==> config.mk <==
export PLATFORM = sky130hd
export DESIGN_NAME = perf_sample_ctrl
export DESIGN_NICKNAME = d
export VERILOG_FILES = /design/src/rtl/perf_sample_ctrl.sv
export SDC_FILE = /design/constraint.sdc
export NUM_CORES = 1
export LEC_CHECK = 0
export ABC_AREA = 1
export CORE_UTILIZATION = 56
export CTS_CLUSTER_DIAMETER = 80
export DETAILED_ROUTE_END_ITERATION = 6
export PLACE_DENSITY_LB_ADDON = 0.08
export SLEW_MARGIN = 20
export SYNTH_ARGS = -nofsm -noshare
export SYNTH_HDL_FRONTEND = slang
export SYNTH_SLANG_ARGS = --single-unit
==> constraint.sdc <==
create_clock -name clk_i -period 31.8 [get_ports clk_i]
set_input_delay 6.36 -clock clk_i [delete_from_list [all_inputs] [get_ports clk_i]]
set_output_delay 6.36 -clock clk_i [all_outputs]
set_load 0.02 [all_outputs]
==> src/rtl/perf_sample_ctrl.sv <==
`default_nettype none
// ============================================================================
// Module   : perf_sample_ctrl
// Brief    : CSR/sampler arbiter for the MHPM counter port with periodic scan
//            into a tagged sample FIFO. Optional macro: PERF_SAMPLE_TIMESTAMP_EN
// Revision : 1.0 - initial release
// ============================================================================
module perf_sample_ctrl #(
   parameter int NumCounters = 6,
   parameter int PeriodWidth = 16,
   parameter int FifoDepth   = 8,
   parameter int XLEN        = 64
) (
   input  logic                   clk_i,
   input  logic                   rst_i,
   input  logic                   csr_req_i,
   input  logic [11:0]            csr_addr_i,
   input  logic                   csr_we_i,
   input  logic [XLEN-1:0]        csr_wdata_i,
   output logic [XLEN-1:0]        csr_rdata_o,
   output logic [11:0]            perf_addr_o,
   output logic                   perf_we_o,
   output logic [XLEN-1:0]        perf_data_o,
   input  logic [XLEN-1:0]        perf_data_i,
   input  logic                   sample_en_i,
   input  logic [PeriodWidth-1:0] sample_period_i,
   input  logic [NumCounters-1:0] counter_mask_i,
   output logic                   sample_valid_o,
   input  logic                   sample_ready_i,
   output logic [3:0]             sample_idx_o,
   output logic [7:0]             sample_seq_o,
   output logic                   sample_last_o,
   output logic [XLEN-1:0]        sample_data_o,
   output logic [7:0]             drop_cnt_o,
   output logic                   busy_o
);

   localparam int          PtrW        = $clog2(FifoDepth);
   localparam int          CntW        = PtrW + 1;
   localparam logic [11:0] CounterBase = 12'hB03;

   typedef enum logic [1:0] {
      ST_IDLE = 2'd0,
      ST_WAIT = 2'd1,
      ST_SCAN = 2'd2
   } state_e;

   typedef struct packed {
      logic [3:0]      idx;
      logic [7:0]      seq;
      logic            last;
      logic [XLEN-1:0] data;
   } entry_t;

   state_e                 state_q, state_d;
   logic [PeriodWidth-1:0] period_q, period_d;
   logic [NumCounters-1:0] mask_q, mask_d;
   logic [3:0]             idx_q, idx_d;
   logic [7:0]             seq_q, seq_d;
   logic [7:0]             drop_q, drop_d;
   entry_t                 fifo_mem_q [FifoDepth];
   entry_t                 fifo_mem_d [FifoDepth];
   logic [PtrW-1:0]        wr_ptr_q, wr_ptr_d;
   logic [PtrW-1:0]        rd_ptr_q, rd_ptr_d;
   logic [CntW-1:0]        count_q, count_d;

   logic                   push, pop;
   entry_t                 push_entry;
   entry_t                 head;
   logic [3:0]             first_idx, next_idx;
   logic                   scan_last;
   int                     mask_popcnt, req_slots, free_slots;
   logic                   hdr_pending;
   logic [XLEN-1:0]        ts_value;

`ifdef PERF_SAMPLE_TIMESTAMP_EN
   logic [63:0]            cycle_q, cycle_d;
   logic [XLEN-1:0]        ts_q, ts_d;
   logic                   hdr_q, hdr_d;

   assign hdr_pending = hdr_q;
   assign ts_value    = ts_q;
   assign cycle_d     = cycle_q + 64'd1;
`else
   assign hdr_pending = 1'b0;
   assign ts_value    = '0;
`endif

   // Mask decode: slot demand of the live mask and scan-walk helpers on mask_q.
   always_comb begin
      mask_popcnt = 0;
      first_idx   = '0;
      next_idx    = idx_q;
      scan_last   = 1'b1;
      for (int i = NumCounters - 1; i >= 0; i--) begin
         if (counter_mask_i[i]) begin
            first_idx   = 4'(i);
            mask_popcnt = mask_popcnt + 1;
         end
         if (mask_q[i] && (i > int'(idx_q))) begin
            next_idx  = 4'(i);
            scan_last = 1'b0;
         end
      end
`ifdef PERF_SAMPLE_TIMESTAMP_EN
      req_slots = (mask_popcnt != 0) ? mask_popcnt + 1 : 0;
`else
      req_slots = mask_popcnt;
`endif
      free_slots = FifoDepth - int'(count_q);
   end

   always_comb begin
      state_d    = state_q;
      period_d   = period_q;
      mask_d     = mask_q;
      idx_d      = idx_q;
      seq_d      = seq_q;
      drop_d     = drop_q;
      push       = 1'b0;
      push_entry = '0;
`ifdef PERF_SAMPLE_TIMESTAMP_EN
      hdr_d      = hdr_q;
      ts_d       = ts_q;
`endif
      case (state_q)
         ST_IDLE: begin
            if (sample_en_i) begin
               period_d = sample_period_i;
               state_d  = ST_WAIT;
            end
         end
         ST_WAIT: begin
            if (!sample_en_i) begin
               state_d = ST_IDLE;
            end else if (period_q != '0) begin
               period_d = period_q - PeriodWidth'(1);
            end else begin
               mask_d = counter_mask_i;
               if (req_slots == 0) begin
                  period_d = sample_period_i;
               end else if (free_slots >= req_slots) begin
                  // Reserving every slot now means no push in SCAN can overflow.
                  state_d = ST_SCAN;
                  idx_d   = first_idx;
`ifdef PERF_SAMPLE_TIMESTAMP_EN
                  hdr_d   = 1'b1;
                  ts_d    = cycle_q[XLEN-1:0];
`endif
               end else begin
                  if (drop_q != 8'hFF) begin
                     drop_d = drop_q + 8'd1;
                  end
                  period_d = sample_period_i;
               end
            end
         end
         ST_SCAN: begin
            if (!csr_req_i) begin
               push           = 1'b1;
               push_entry.seq = seq_q;
               if (hdr_pending) begin
                  push_entry.idx  = 4'hF;
                  push_entry.last = (mask_q == '0);
                  push_entry.data = ts_value;
`ifdef PERF_SAMPLE_TIMESTAMP_EN
                  hdr_d           = 1'b0;
`endif
               end else begin
                  push_entry.idx  = idx_q;
                  push_entry.last = scan_last;
                  push_entry.data = perf_data_i;
                  if (scan_last) begin
                     seq_d    = seq_q + 8'd1;
                     period_d = sample_period_i;
                     state_d  = sample_en_i ? ST_WAIT : ST_IDLE;
                  end else begin
                     idx_d = next_idx;
                  end
               end
            end
         end
         default: state_d = ST_IDLE;
      endcase
   end

   always_comb begin
      pop        = (count_q != '0) && sample_ready_i;
      fifo_mem_d = fifo_mem_q;
      wr_ptr_d   = wr_ptr_q;
      rd_ptr_d   = rd_ptr_q;
      count_d    = count_q;
      if (push) begin
         fifo_mem_d[wr_ptr_q] = push_entry;
         wr_ptr_d             = wr_ptr_q + PtrW'(1);
      end
      if (pop) begin
         rd_ptr_d = rd_ptr_q + PtrW'(1);
      end
      case ({push, pop})
         2'b10:   count_d = count_q + CntW'(1);
         2'b01:   count_d = count_q - CntW'(1);
         default: count_d = count_q;
      endcase
   end

   // CSR file always wins the counter port; the sampler only ever reads.
   always_comb begin
      perf_addr_o = '0;
      perf_we_o   = 1'b0;
      perf_data_o = '0;
      if (csr_req_i) begin
         perf_addr_o = csr_addr_i;
         perf_we_o   = csr_we_i;
         perf_data_o = csr_wdata_i;
      end else if (state_q == ST_SCAN) begin
         perf_addr_o = CounterBase + {8'h00, idx_q};
      end
   end

   assign csr_rdata_o    = perf_data_i;
   assign head           = fifo_mem_q[rd_ptr_q];
   assign sample_valid_o = (count_q != '0);
   assign sample_idx_o   = sample_valid_o ? head.idx  : '0;
   assign sample_seq_o   = sample_valid_o ? head.seq  : '0;
   assign sample_last_o  = sample_valid_o ? head.last : 1'b0;
   assign sample_data_o  = sample_valid_o ? head.data : '0;
   assign drop_cnt_o     = drop_q;
   assign busy_o         = (state_q == ST_SCAN);

   always_ff @(posedge clk_i or posedge rst_i) begin
      if (rst_i) begin
         state_q    <= ST_IDLE;
         period_q   <= '0;
         mask_q     <= '0;
         idx_q      <= '0;
         seq_q      <= '0;
         drop_q     <= '0;
         fifo_mem_q <= '{default: '0};
         wr_ptr_q   <= '0;
         rd_ptr_q   <= '0;
         count_q    <= '0;
      end else begin
         state_q    <= state_d;
         period_q   <= period_d;
         mask_q     <= mask_d;
         idx_q      <= idx_d;
         seq_q      <= seq_d;
         drop_q     <= drop_d;
         fifo_mem_q <= fifo_mem_d;
         wr_ptr_q   <= wr_ptr_d;
         rd_ptr_q   <= rd_ptr_d;
         count_q    <= count_d;
      end
   end

`ifdef PERF_SAMPLE_TIMESTAMP_EN
   always_ff @(posedge clk_i or posedge rst_i) begin
      if (rst_i) begin
         cycle_q <= '0;
         ts_q    <= '0;
         hdr_q   <= 1'b0;
      end else begin
         cycle_q <= cycle_d;
         ts_q    <= ts_d;
         hdr_q   <= hdr_d;
      end
   end
`endif

endmodule
`default_nettype wire

==> run_results.csv <==
group,metric,value,unit
run_status,status,"finished clean",
drt,vias,26900,
pwr,share_comb_of_total_power,39.2,%
yosys,synth_most_common_cell,"o21ai_0",
sta,timing.hold.ws,0.477,ns
drt,dr.first_iter.drc_count,2241,
yosys,avgSynthCellArea,8.01,um^2
sta,grt_setup_unrepaired,"no",
min_path,hold_path_class,"reg2reg",
clock_network,cts_tree,"yes",
worst_setup_path,startpoint_type,"input pin",
yosys,yosysTopAreaCellShare,52.1,%
worst_setup_path,r2r_setup_slack,28.28,ns
flow_run,cap_violations,0,
pwr,sequentialPowerShare,32.3,%
worst_setup_path,cp_data_arrival_time,8.26,ns
worst_setup_path,required,25.44,ns
yosys,synth_enable_flop_cells,0,
pwr,p_per_area,78.2,nW/um^2
layout,final_cells,4925,
clock_network,numClockSinks,660,
placed_design,port_buffers,394,
sta,setup_viol,0,
yosys,yosys.area.top_type,"dfrtp_1",
sta,fin_crit,14.62,ns
yosys,syn_nets,4152,
clock_network,hold_buffers,0,
clock_network,max-clock-path-buffers,3,
worst_setup_path,cp-end-kind,"primary output",
clock_network,ctsResizeCount,0,
pwr,p_leak,17.5,nW
floorplan,rows,86,
sta,period_share,46.0,%
yosys,synth_commonest_cells,"o21ai_0, nand2_1, dfrtp_1",
pwr,switching_share,37.9,%
yosys,synth_cell_types,43,
layout,nFillCells,4816,
placed_design,gp_congestion,0.847,
sta,setup_tns,0,ns
sta,worst_pin_slew,1.11,ns
drt,viasPerCell,5.47,
pwr,p_switching,1.12,mW
yosys,seq_area_frac_synth,52.1,%
sta,slew_violations,0,
yosys,ys_ff_latch,660,
sta,hold_viol,0,
global_routing,grt_pass1_vias,25500,
drt,wl_per_cell,16.7,um
layout,layout.nets,4320,
placed_design,place_inst,4802,
floorplan,core_area,55500,um^2
worst_setup_path,cpLargestDelayFamily,"buffers and inverters",
global_routing,grt_usage,29.1,%
clock_network,cts_max_level,3,
worst_setup_path,cp_slowest_cell,"clkdlybuf4s50_1",
layout,post-route-util,68.0,%
global_routing,grt_max_degree,153,
sta,fin_worst_skew,0.0289,ns
yosys,async_flop_share,100,%
pwr,power.total,2.95,mW
layout,diodes,0,
floorplan,fp.dieH,240,um
worst_setup_path,path_cells,"buf_2 -> buf_4 -> nor2_4 -> inv_2 -> o21ai_0 -> clkdlybuf4s50_1",
clock_network,clkLatencyLatePin,0.61,ns
layout,regArea,16500,um^2
floorplan,pin_count,396,
layout,drive_gt1_share,4.29,%
global_routing,grt_pass1_wl,135,mm
floorplan,die_w,240,um
pwr,p_int,1.83,mW
drt,ant_nets,0,
drt,drc,0,
worst_setup_path,critPathKind,"in2out",
worst_setup_path,slowest_delay,0.64,ns
clock_network,cts.clk_slew.worst_paths,0.06,ns
pwr,pwr-share-clk,28.5,%
pwr,peakVddDrop,0.0000573,V
floorplan,start_util,57.1,%
sta,slew-limit-headroom,25.8,%
layout,syn_to_final_growth,18.9,%
yosys,netlist_area,31700,um^2
yosys,synth_area_leaders,"dfrtp_1, o21ai_0, nand2_1",
sta,max_freq,68.4,MHz
global_routing,antenna_found_initial,0,
yosys,synth_ff_type,"dfrtp_1",
layout,multiInputGateArea,12300,um^2
yosys,yosysWarnings,0,
drt,drt_pass1_iterations,5,
global_routing,overflow,0,
clock_network,cts-buffers-inserted,70,
drt,wl,82.5,mm
clock_network,cts_setup_buffers,0,
placed_design,post-dp-hpwl,46.8,mm
clock_network,clockRootBuffer,"clkbuf_16",
worst_setup_path,cp_num_buf_inv,4,
floorplan,die-area,57600,um^2
worst_setup_path,cp_max_fo,79,
yosys,netlist_instances,3959,
metrics by stage:
| step | setup slack, ns | instance area (um^2) |
|---|---|---|
| 2_1_floorplan | 6.94 | 31700 |
| 3_3_place_gp | 17.24 | 35400 |
| 3_5_place_dp | 17.19 | 35400 |
| 4_1_cts | 17.19 | 37700 |
| 5_1_grt | 17.06 | 37700 |
| 6_report | 17.18 | 37700 |
power groups by stage:
stage / Sequential [mW] / Combinational, mW / Clock (mW)
4_1_cts: 0.953 / 1.16 / 0.856
3_5_place_dp: 0.967 / 1.15 / 0
2_1_floorplan: 0.934 / 0.746 / 0
6_report: 0.954 / 1.16 / 0.840
3_3_place_gp: 0.967 / 1.15 / 0
5_1_grt: 0.961 / 1.27 / 0.888
layout by cell type (no fill, tap or decap), drive strengths merged, types with 2 or more instances in the layout:
cell type	synthesis	layout
clkdlybuf4s50	0	393
or2	4	4
nand2	913	913
nand3	49	49
clkinv	3	12
a21oi	83	83
nor3	12	12
o21bai	2	2
buf	123	35
dfrtp	660	660
nand3b	2	2
nor2	281	281
inv	358	364
nand4	18	18
o211ai	73	73
o22ai	2	2
a211oi	2	2
clkbuf	209	97
a21boi	3	3
a31oi	77	77
xor2	27	27
o21ai	1020	1020
bufinv	0	9
xnor2	7	7
ha	24	24
final timing paths:
check,endpoint,startpoint,cells after the start
setup reg to reg,count_q[3],count_q[0],16
max in group asynchronous,fifo_mem_q[392],rst_i,5
min in group asynchronous,fifo_mem_q[440],rst_i,2
setup / recovery,perf_addr_o[3],csr_req_i,6
hold reg to reg,fifo_mem_q[499],fifo_mem_q[499],2
hold / removal,fifo_mem_q[499],fifo_mem_q[499],2
layer usage:
metal | share of wire [%] | global-route usage [%] | up-vias
met4 | 1.9 | 6.66 | 0
met1 | 44 | 40.5 | 12900
met3 | 5.7 | 4.49 | 110
met5 | 0 | 0 | -
met2 | 48 | 48.0 | 770
li1 | - | - | 13200
worst min-delay path, stage by stage (launching register included):
cell and delay [ns]:
dfrtp_1 0.34, nand2_1 0.05, o21ai_0 0.06
kinds of logic (layout without fill, tap and decap cells):
family                     count (synthesis)  after routing  share of synthesized area [%]
and+or+nand+nor                         1282           1282                           15.8
AOI/OAI and AO/OA                       1264           1264                           20.9
buffers and inverters                    693            911                           9.22
DFF                                      660            660                           52.1
xor gates and xnor gates                  34             34                          0.939
adders and majority gates                 25             25                           1.01
other                                      1              1                         0.0118
layout make-up:
class | count | share of cell area, %
inverter | 361 | 3.63
timing repair buffer | 428 | 11.2
sequential | 660 | 43.8
clock inverter | 25 | 0.985
multi-input combinational | 2606 | 32.7
clock buffer | 97 | 5.23
tap | 748 | 2.48
flip-flops by register name, summed over array words and instances (netlist names):
signal / cells
fifo_mem_q: 608
idx_q: 3
seq_q: 8
count_q: 4
rd_ptr_q: 3
period_q: 16
drop_cnt_o: 8
state_q: 2
mask_q: 5
wr_ptr_q: 3
No activity file was read; power rests on OpenSTA's default activity.
